[src/rtl/rewind_fifo_pkg.sv]
// Shared helpers for the rewind FIFO: depth derivation and modular pointer arithmetic.
package rewind_fifo_pkg;

  localparam int unsigned DEFAULT_WIDTH = 8;
  localparam int unsigned DEFAULT_AW    = 9;

  function automatic int unsigned fifo_depth(input int unsigned aw);
    return 32'd1 << aw;
  endfunction

  // Pointers carry one extra MSB, so the distance is taken modulo 2**(aw+1).
  function automatic logic [31:0] fifo_count(input logic [31:0] wr,
                                             input logic [31:0] rd,
                                             input int unsigned aw);
    logic [31:0] mask;
    mask = (32'd1 << (aw + 1)) - 32'd1;
    return (wr - rd) & mask;
  endfunction

endpackage

[src/rtl/rewind_fifo_if.sv]
// Bundle of the FIFO's control, data and status signals; slave is the FIFO side.
interface rewind_fifo_if #(
  parameter int unsigned WIDTH = 8,
  parameter int unsigned AW    = 9
) ();

  logic             sclr;
  logic             wrreq;
  logic [WIDTH-1:0] data;
  logic             rdreq;
  logic [WIDTH-1:0] q;
  logic             empty;
  logic             full;
  logic             almost_empty;
  logic             almost_full;
  logic [AW:0]      usedw;
  logic             mark;
  logic             rewind;
  logic             release_mark;
  logic             mark_valid;
  logic             overflow;
  logic             underflow;
  logic             clr_err;

  modport master (
    output sclr, wrreq, data, rdreq, mark, rewind, release_mark, clr_err,
    input  q, empty, full, almost_empty, almost_full, usedw,
           mark_valid, overflow, underflow
  );

  modport slave (
    input  sclr, wrreq, data, rdreq, mark, rewind, release_mark, clr_err,
    output q, empty, full, almost_empty, almost_full, usedw,
           mark_valid, overflow, underflow
  );

endinterface

[src/rtl/rewind_fifo_ram.sv]
// Simple dual-port storage: one clocked write port, one asynchronous read port.
module rewind_fifo_ram #(
  parameter int unsigned WIDTH = 8,
  parameter int unsigned AW    = 9
) (
  input  logic             clk,
  input  logic             i_we,
  input  logic [AW-1:0]    i_waddr,
  input  logic [WIDTH-1:0] i_wdata,
  input  logic [AW-1:0]    i_raddr,
  output logic [WIDTH-1:0] o_rdata
);

  logic [WIDTH-1:0] r_mem [2**AW];

  always_ff @(posedge clk) begin
    if (i_we) begin
      r_mem[i_waddr] <= i_wdata;
    end
  end

  assign o_rdata = r_mem[i_raddr];

endmodule

[src/rtl/rewind_fifo.sv]
// Show-ahead FIFO with occupancy thresholds, sticky error flags and a mark/rewind
// read pointer so a block can be replayed without re-fetching it.
module rewind_fifo
  import rewind_fifo_pkg::*;
#(
  parameter int unsigned WIDTH    = 8,
  parameter int unsigned AW       = 9,
  parameter int unsigned AF_LEVEL = (1 << AW) - 4,
  parameter int unsigned AE_LEVEL = 4
) (
  input  logic          clk,
  input  logic          rst_n,
  rewind_fifo_if.slave  bus
);

  localparam int unsigned DEPTH = fifo_depth(AW);

  logic [AW:0]  r_wrPtr;
  logic [AW:0]  r_rdPtr;
  logic [AW:0]  r_markPtr;
  logic         r_markValid;
  logic         r_overflow;
  logic         r_underflow;

  logic [31:0]  w_usedCnt;
  logic [31:0]  w_spanCnt;
  logic [AW:0]  w_basePtr;
  logic         w_empty;
  logic         w_full;
  logic         w_rewindGo;
  logic         w_rdGo;
  logic         w_wrGo;
  logic         w_ovfEvent;
  logic         w_udfEvent;

  // Full is measured from the mark while one is held, so marked data is never overwritten.
  assign w_basePtr = r_markValid ? r_markPtr : r_rdPtr;
  assign w_usedCnt = fifo_count(32'(r_wrPtr), 32'(r_rdPtr), AW);
  assign w_spanCnt = fifo_count(32'(r_wrPtr), 32'(w_basePtr), AW);
  assign w_empty   = (w_usedCnt == 32'd0);
  assign w_full    = (w_spanCnt == DEPTH);

  assign w_rewindGo = bus.rewind && r_markValid;
  assign w_rdGo     = bus.rdreq && !w_empty && !w_rewindGo;
  assign w_wrGo     = bus.wrreq && !bus.sclr &&
                      (!w_full || (bus.rdreq && !w_empty && !r_markValid));
  assign w_ovfEvent = bus.wrreq && !w_wrGo;
  assign w_udfEvent = bus.rdreq && w_empty && !w_rewindGo;

  always_ff @(posedge clk or negedge rst_n) begin
    if (!rst_n) begin
      r_wrPtr     <= '0;
      r_rdPtr     <= '0;
      r_markPtr   <= '0;
      r_markValid <= 1'b0;
      r_overflow  <= 1'b0;
      r_underflow <= 1'b0;
    end else if (bus.sclr) begin
      r_wrPtr     <= '0;
      r_rdPtr     <= '0;
      r_markPtr   <= '0;
      r_markValid <= 1'b0;
      r_overflow  <= 1'b0;
      r_underflow <= 1'b0;
    end else begin
      if (w_wrGo) begin
        r_wrPtr <= r_wrPtr + 1'b1;
      end
      if (w_rewindGo) begin
        r_rdPtr <= r_markPtr;
      end else begin
        if (w_rdGo) begin
          r_rdPtr <= r_rdPtr + 1'b1;
        end
        if (bus.release_mark) begin
          r_markValid <= 1'b0;
        end else if (bus.mark) begin
          r_markPtr   <= r_rdPtr;
          r_markValid <= 1'b1;
        end
      end
      // An error arriving with clr_err wins, so no event is ever lost.
      r_overflow  <= (r_overflow  && !bus.clr_err) || w_ovfEvent;
      r_underflow <= (r_underflow && !bus.clr_err) || w_udfEvent;
    end
  end

  rewind_fifo_ram #(
    .WIDTH (WIDTH),
    .AW    (AW)
  ) u_ram (
    .clk     (clk),
    .i_we    (w_wrGo),
    .i_waddr (r_wrPtr[AW-1:0]),
    .i_wdata (bus.data),
    .i_raddr (r_rdPtr[AW-1:0]),
    .o_rdata (bus.q)
  );

  assign bus.usedw        = w_usedCnt[AW:0];
  assign bus.empty        = w_empty;
  assign bus.full         = w_full;
  assign bus.almost_empty = (w_usedCnt <= AE_LEVEL);
  assign bus.almost_full  = (w_usedCnt >= AF_LEVEL);
  assign bus.mark_valid   = r_markValid;
  assign bus.overflow     = r_overflow;
  assign bus.underflow    = r_underflow;

endmodule

[src/flat_wrapper.sv]
// flat-port wrapper written by rule: the top's interface ports become plain ports
module rewind_fifo_flat import rewind_fifo_pkg::*;
#(
  parameter int unsigned WIDTH    = 8,
  parameter int unsigned AW       = 9,
  parameter int unsigned AF_LEVEL = (1 << AW) - 4,
  parameter int unsigned AE_LEVEL = 4
)
  (clk, rst_n, bus_sclr, bus_wrreq, bus_data, bus_rdreq, bus_mark, bus_rewind, bus_release_mark, bus_clr_err, bus_q, bus_empty, bus_full, bus_almost_empty, bus_almost_full, bus_usedw, bus_mark_valid, bus_overflow, bus_underflow);
  rewind_fifo_if #(.WIDTH(WIDTH), .AW(AW)) bus_i ();
  input  logic clk;
  input  logic rst_n;
  input wire logic [$bits(bus_i.sclr)-1:0] bus_sclr;
  input wire logic [$bits(bus_i.wrreq)-1:0] bus_wrreq;
  input wire logic [$bits(bus_i.data)-1:0] bus_data;
  input wire logic [$bits(bus_i.rdreq)-1:0] bus_rdreq;
  input wire logic [$bits(bus_i.mark)-1:0] bus_mark;
  input wire logic [$bits(bus_i.rewind)-1:0] bus_rewind;
  input wire logic [$bits(bus_i.release_mark)-1:0] bus_release_mark;
  input wire logic [$bits(bus_i.clr_err)-1:0] bus_clr_err;
  output wire logic [$bits(bus_i.q)-1:0] bus_q;
  output wire logic [$bits(bus_i.empty)-1:0] bus_empty;
  output wire logic [$bits(bus_i.full)-1:0] bus_full;
  output wire logic [$bits(bus_i.almost_empty)-1:0] bus_almost_empty;
  output wire logic [$bits(bus_i.almost_full)-1:0] bus_almost_full;
  output wire logic [$bits(bus_i.usedw)-1:0] bus_usedw;
  output wire logic [$bits(bus_i.mark_valid)-1:0] bus_mark_valid;
  output wire logic [$bits(bus_i.overflow)-1:0] bus_overflow;
  output wire logic [$bits(bus_i.underflow)-1:0] bus_underflow;
  assign bus_i.sclr = bus_sclr;
  assign bus_i.wrreq = bus_wrreq;
  assign bus_i.data = bus_data;
  assign bus_i.rdreq = bus_rdreq;
  assign bus_i.mark = bus_mark;
  assign bus_i.rewind = bus_rewind;
  assign bus_i.release_mark = bus_release_mark;
  assign bus_i.clr_err = bus_clr_err;
  assign bus_q = bus_i.q;
  assign bus_empty = bus_i.empty;
  assign bus_full = bus_i.full;
  assign bus_almost_empty = bus_i.almost_empty;
  assign bus_almost_full = bus_i.almost_full;
  assign bus_usedw = bus_i.usedw;
  assign bus_mark_valid = bus_i.mark_valid;
  assign bus_overflow = bus_i.overflow;
  assign bus_underflow = bus_i.underflow;
  rewind_fifo #(.WIDTH(WIDTH), .AW(AW), .AF_LEVEL(AF_LEVEL), .AE_LEVEL(AE_LEVEL)) u_core (.clk(clk), .rst_n(rst_n), .bus(bus_i));
endmodule
[config.mk]
export PLATFORM = sky130hd
export DESIGN_NAME = rewind_fifo_flat
export DESIGN_NICKNAME = d
export VERILOG_FILES = /design/src/rtl/rewind_fifo_pkg.sv /design/src/rtl/rewind_fifo_if.sv /design/src/rtl/rewind_fifo_ram.sv /design/src/rtl/rewind_fifo.sv /design/src/flat_wrapper.sv
export SDC_FILE = /design/constraint.sdc
export NUM_CORES = 2
export LEC_CHECK = 0
export BUFFER_PORTS_ARGS = -buffer_cell sky130_fd_sc_hd__buf_4
export CAP_MARGIN = 20
export CORE_ASPECT_RATIO = 1.2
export CORE_UTILIZATION = 35
export CTS_CLUSTER_DIAMETER = 40
export DETAILED_ROUTE_END_ITERATION = 8
export PLACE_DENSITY = 0.53
export SLEW_MARGIN = 25
export SYNTH_ARGS = -nofsm -noshare
export SYNTH_HDL_FRONTEND = slang
export SYNTH_SLANG_ARGS = --single-unit
[constraint.sdc]
create_clock -name clk -period 8.45 [get_ports clk]
set_clock_uncertainty 0.1 [all_clocks]
set_input_delay 0.845 -clock clk [delete_from_list [all_inputs] [get_ports clk]]
set_output_delay 0.845 -clock clk [all_outputs]
set_load 0.01 [all_outputs]
# Yosys cells after proc, flatten, opt, wreduce, memory -nomap -nowiden
# Memory sizes are Yosys's and may differ from the RTL's.
# Cells that the tools add are included.
dict set report op_classes {
  n_addsub 4
  magnitude_cmp 2
  eq_ne 3
  muxes 18
  reduce_logical 28
}
# cell n
set ops {}
lappend ops {{$mux W10} 10}
lappend ops {{$logic_not A32 Y1} 1}
lappend ops {{$add A10 B1 Y10 const B} 2}
lappend ops {{$sub A10 B10 Y10} 2}
lappend ops {{$logic_and A1 B1 Y1} 11}
lappend ops {{$eq A10 B10 Y1 const B} 1}
lappend ops {{$ge A10 B9 Y1 const B} 1}
lappend ops {{$le A10 B3 Y1 const B} 1}
lappend ops {{$mux W1} 8}
lappend ops {{$logic_not A1 Y1} 7}
lappend ops {{$reduce_bool A3 Y1} 2}
lappend ops {{$ne A2 B2 Y1 const B} 2}
lappend ops {{$reduce_bool A2 Y1} 2}
lappend ops {{$logic_or A1 B1 Y1} 3}
lappend ops {{$reduce_and A3 Y1} 1}
lappend ops {{$reduce_and A2 Y1} 1}
dict set report word_totals {
  ff_bits 33
  mem_bits_rw 4096
  input_bits 17
  memories 1
}
# memory depth width read_ports rd_ports_with_merged_regs wr line
set mem_list {}
lappend mem_list {u_core.u_ram.r_mem 512 8 1 0 1 rewind_fifo_ram.sv:14} ;# logic [WIDTH-1:0] r_mem [2**AW];

# Longest topological paths before layout
dict set report depth {
  depth_word 11
  depth_mapped 20
  mapped_depth_nobuf 13
}

# Modules after synthesis
# A second synthesis with hierarchy kept.
dict set report unflattened {
  cells_unflattened 8346
  area_unflattened_um2 162607.2
}
# module instances cells_each area_each_um2 seq_area_each_um2
set modules_own_cells {}
lappend modules_own_cells {rewind_fifo_ram 1 8022 159767.0 122998.0}
lappend modules_own_cells {rewind_fifo 1 324 2840.2 825.8}

# Least setup slack after synthesis
# No wires, ideal clock.
dict set report synth_timing {
  kind {register to register}
  startpoint {register u_core.r_rdPtr[2]}
  endpoint {memory u_core.u_ram.r_mem[320][0], enable pin}
  arrival_time_ns 4.973
  setup_slack_ns 3.006
  stages_incl_launch_ff 19
  path_buffers 7
  synth_period_minus_slack_ns 5.444
  path_cell_list {dfrtp_1 > clkbuf_1 > clkinv_1 > buf_1 > clkbuf_1 > buf_2 > clkbuf_1 > ha_1 > a21o_1 > a41oi_1 > a21oi_1 > xor2_1 > nor4_4 > a211oi_4 > o21ba_2 > or3b_4 > buf_2 > buf_6 > nor2_1}
}
dict set report synth_between {
  elab_chain_cells 9
  elab_cells_between_ends 13
  classes_between {add/sub: 2; eq/ne: 1; mux: 3; reduce/logical: 7}
}
# item line
set synth_lines {}
lappend synth_lines {{from (decl)} rewind_fifo.sv:19} ;# logic [AW:0] r_rdPtr;
lappend synth_lines {{from (signal assigned)} rewind_fifo.sv:70} ;# r_rdPtr <= r_markPtr;
lappend synth_lines {{from (signal assigned)} rewind_fifo.sv:73} ;# r_rdPtr <= r_rdPtr + 1'b1;
lappend synth_lines {{$sub A10 B10 Y10} rewind_fifo_pkg.sv:17} ;# return (wr - rd) & mask;
lappend synth_lines {{net bus_usedw[8]} flat_wrapper.sv:26} ;# output wire logic [$bits(bus_i.usedw)-1:0] bus_usedw;
lappend synth_lines {{$logic_not A32 Y1} rewind_fifo.sv:40} ;# assign w_empty = (w_usedCnt == 32'd0);
lappend synth_lines {{$logic_not A1 Y1} rewind_fifo.sv:46} ;# (!w_full || (bus.rdreq && !w_empty && !r_markValid));
lappend synth_lines {{$logic_and A1 B1 Y1 (2 in series)} rewind_fifo.sv:46}
lappend synth_lines {{$logic_or A1 B1 Y1} rewind_fifo.sv:46}
lappend synth_lines {{$logic_and A1 B1 Y1} rewind_fifo.sv:45} ;# assign w_wrGo = bus.wrreq && !bus.sclr &&
lappend synth_lines {{$mux W1} rewind_fifo_ram.sv:17} ;# if (i_we) begin
lappend synth_lines {{$mux W1 (implied by the code)} rewind_fifo_ram.sv:18} ;# r_mem[i_waddr] <= i_wdata;
lappend synth_lines {{to (decl)} rewind_fifo_ram.sv:14}
# The timed path passes the listed nets, and every way through them passes these cells.

# Worst setup path in the final report
dict set report layout_timing {
  startpoint {register u_core.r_rdPtr[3]}
  endpoint {output port bus_q[4]}
}
dict set report layout_between {
  elab_chain_cells 1
}
# item line
set layout_lines {}
lappend layout_lines {{$mem_v2 Z512 W8} --}
lappend layout_lines {{to (decl)} flat_wrapper.sv:21} ;# output wire logic [$bits(bus_i.q)-1:0] bus_q;
# No other way between the ends.

==> results.sh <==
export IMPL_status="finished, final reports clean"
export IMPL_post_dp_cell_area_sq_um=170000
export IMPL_synthMuxAreaShare_pct=15.4
export IMPL_ys_seq_area_share_pct=76.4
export IMPL_synth_simple_area_share_pct=2.86
export IMPL_setup_tns_final_ps=0
export IMPL_gr_usage_all_layers_pct=20.7
export IMPL_worst_ep_arrival_time_ps=6970
export IMPL_routed_wl_um=493000
export IMPL_portBuffers=41
export IMPL_crit_path_start_kind="flip-flop"
export IMPL_routed_via_density=5.70
export IMPL_cts_sink_count=4129
export IMPL_crit_start="u_core.r_rdPtr[3]$_DFFE_PN0P_"
export IMPL_min_period_over_period_pct=93.6
export IMPL_post_cts_resized=0
export IMPL_pwr_density_cell_nw_per_um2=250
export IMPL_wire_per_inst_um=33.7
export IMPL_endpoint_kind="output pin"
export IMPL_die_area_sq_um=466000
export IMPL_report_final_hold_viol_count=0
export IMPL_initial_utilization_pct=35.2
export IMPL_worstMarginPinSlew_ps=1220
export IMPL_fin_nets=8206
export IMPL_clock_path_buffers=4
export IMPL_cts_buffers=452
export IMPL_synthCells=7934
export IMPL_yosysTopAreaCellShare_pct=75.9
export IMPL_gr_total_overflow=0
export IMPL_die_h_um=748
export IMPL_r2r_end="u_core.u_ram.r_mem[287][4]$_DFFE_PP_"
export IMPL_htreeDepth=5
export IMPL_firstDrtPassIters=6
export IMPL_min_to="u_core.bus.underflow$_DFF_PN0_"
export IMPL_final_antenna_net_count=0
export IMPL_ys_flop_type="edfxtp_1"
export IMPL_post_dp_hpwl_um=300000
export IMPL_synthAdderAreaFrac_pct=0.198
export IMPL_cts_root_buf="clkbuf_16"
export IMPL_synth_edf_count=4096
export IMPL_slew_violations=0
export IMPL_grt_pass1_wl_um=683000
export IMPL_synth_most_common_cell="edfxtp_1"
export IMPL_path_clk_slew_ps=60
export IMPL_rrSetupSlack_ps=2040
export IMPL_p_leak_nw=56.1
export IMPL_whs_path_depth=3
export IMPL_relSlewSlack_pct=18.4
export IMPL_drtIter0Drc=9966
export IMPL_drc_errors=0
export IMPL_insertion_delay_ps=970
export IMPL_cts_tree="yes"
export IMPL_async_reset_ff_share_pct=0.799
export IMPL_syn_avg_cell_area_sq_um=20.4
export IMPL_synth_top_family_by_area="multiplexers"
export IMPL_syn2layout_area_growth_pct=14.2
export IMPL_rsz0062_at_grt="no"
export IMPL_reg2regPathDepth=12
export IMPL_netlist_cell_type_count=80
export IMPL_synth_top_area_cell="edfxtp_1"
export IMPL_grt_pass1_vias=84400
export IMPL_drive_above_1_share_pct=24.3
export IMPL_antenna_found_initial=28
export IMPL_io_pins=42
export IMPL_utilization_pct=40.2
export IMPL_max_cap_violations=0
export IMPL_syn_nets=7976
export IMPL_synth_seq_cells=4129
export IMPL_synth_common_cells="4,096 x edfxtp_1, 903 x mux4_2, 492 x nor2_1"
export IMPL_setup_viol=0
export IMPL_min_from="bus_clr_err"
export IMPL_cp_required_ps=7510
export IMPL_grt_start_max_net_pins=177
export IMPL_rows=273
export IMPL_yosysWarnings=0
export IMPL_r2r_start="u_core.r_rdPtr[1]$_DFFE_PN0P_"
export IMPL_die_w_um=623
export IMPL_worstSetupPathType="flip-flop to output pin"
export IMPL_netlist_area_sq_um=162000
export IMPL_gp_congestion=0.844
export IMPL_synth_area_leaders="edfxtp_1 76%, mux4_2 13%, mux2i_1 2.8%"
export IMPL_synth_compound_area_share_pct=3.49
export IMPL_cp_max_fo=42
export IMPL_n_fill_cell=40400
export IMPL_synth_xor_area_share_pct=0.108
export IMPL_vdd_drop_max_mv=0.172
export IMPL_fin_area_sq_um=185000
export IMPL_cts_setup_buffers=0
export IMPL_max_freq_ghz=0.126
export IMPL_min_path_type="primary input to flip-flop"
export IMPL_period_minus_slack_ps=7910
export IMPL_via_count=83300
export IMPL_coreArea_sq_um=461000
export IMPL_ctsHoldBuffers=1
-- critical path: stages, from the launching register on --
cell and delay [ps]:
dfrtp_4 970, buf_4 840, nand3b_1 190, buf_4 340
buf_4 320, o221ai_1 290, a211oi_1 80, a211oi_1 690
nor4_2 70, buf_4 170, o31ai_1 780, a22oi_1 290
nor2_1 600, buf_4 240
-- flip-flops by register name (all words and copies together) (netlist names) --
register               count
u_core.r_wrPtr            10
u_core.r_markPtr          10
u_core.bus.overflow        1
u_core.bus.underflow       1
u_core.r_rdPtr            10
u_core.bus.mark_valid      1
u_core.u_ram.r_mem      4096
-- placed cells by master, fill, tap and decap left out, types with 54 or more instances in the layout --
cell,Yosys,layout
nor2_1,492,484
nor2_2,90,96
clkbuf_16,0,459
o21ai_0,139,136
edfxtp_1,4096,4096
o22ai_1,95,95
inv_6,0,59
nand2_1,272,267
mux2i_1,451,451
buf_4,83,218
a211oi_1,67,66
clkinv_2,0,54
mux4_2,903,903
a21oi_1,181,181
a221oi_1,83,81
a22oi_1,87,87
-- per-layer routing --
layer	vias to the layer above	part of all wire [%]	global-route usage, %
met4	18	4.5	8.74
met3	853	7.2	3.40
li1	33500	-	-
met5	-	0.026	0
met2	3855	49	33.9
met1	45100	40	27.4
-- how the worst max path moves through the flow --
stage / cells after the start / endpoint
after floorplan: 18 / u_core.u_ram.r_mem[320][0]$_DFFE_PP_
after global placement: 9 / bus_q[4]
after detailed placement: 13 / bus_q[4]
after CTS: 13 / bus_q[4]
after global routing: 13 / bus_q[4]
final: 13 / bus_q[4]
-- area by class of cell --
class / instances / area, sq um / share of cell area, %
flip-flops and latches: 4129 / 124000 / 66.9
multi-input cells: 3293 / 36000 / 19.4
clock buffers: 507 / 11700 / 6.30
well taps: 6050 / 7570 / 4.09
clock inverters: 319 / 3430 / 1.85
repair buffers: 268 / 2580 / 1.39
inverters: 20 / 92.6 / 0.0500
diodes: 30 / 75.1 / 0.0405
-- report_power, final --
group / internal, mW / total [mW] / leakage [nW] / switching [mW]
Clock: 11.5 / 20.0 / 7.25 / 8.50
Sequential: 22.5 / 22.6 / 37.2 / 0.0575
Combinational: 1.38 / 3.77 / 11.6 / 2.40
Total: 35.4 / 46.4 / 56.1 / 11.0
-- cell families (layout without fill, tap and decap cells) --
group | after synthesis | after routing
adder cells (fa/ha/maj) | 25 | 25
AO/OA/AOI/OAI | 842 | 842
other | 0 | 30
buffers and inverters | 512 | 1114
multiplexers | 1360 | 1360
flip-flops | 4129 | 4129
AND/OR/NAND/NOR | 1046 | 1046
XOR/XNOR | 20 | 20
-- through the flow --
step | setup slack, ps | power, mW | instances | hold slack [ps]
floorplan | 3010 | 25.1 | 7934 | 385
global placement | 563 | 26.8 | 13800 | 369
detailed placement | 1780 | 26.8 | 13800 | 386
CTS | 713 | 46.7 | 14600 | 19.3
global route | 672 | 47.5 | 14600 | 65.6
finish | 539 | 46.4 | 14600 | 83.9
Power figures use the tool's default switching activity.
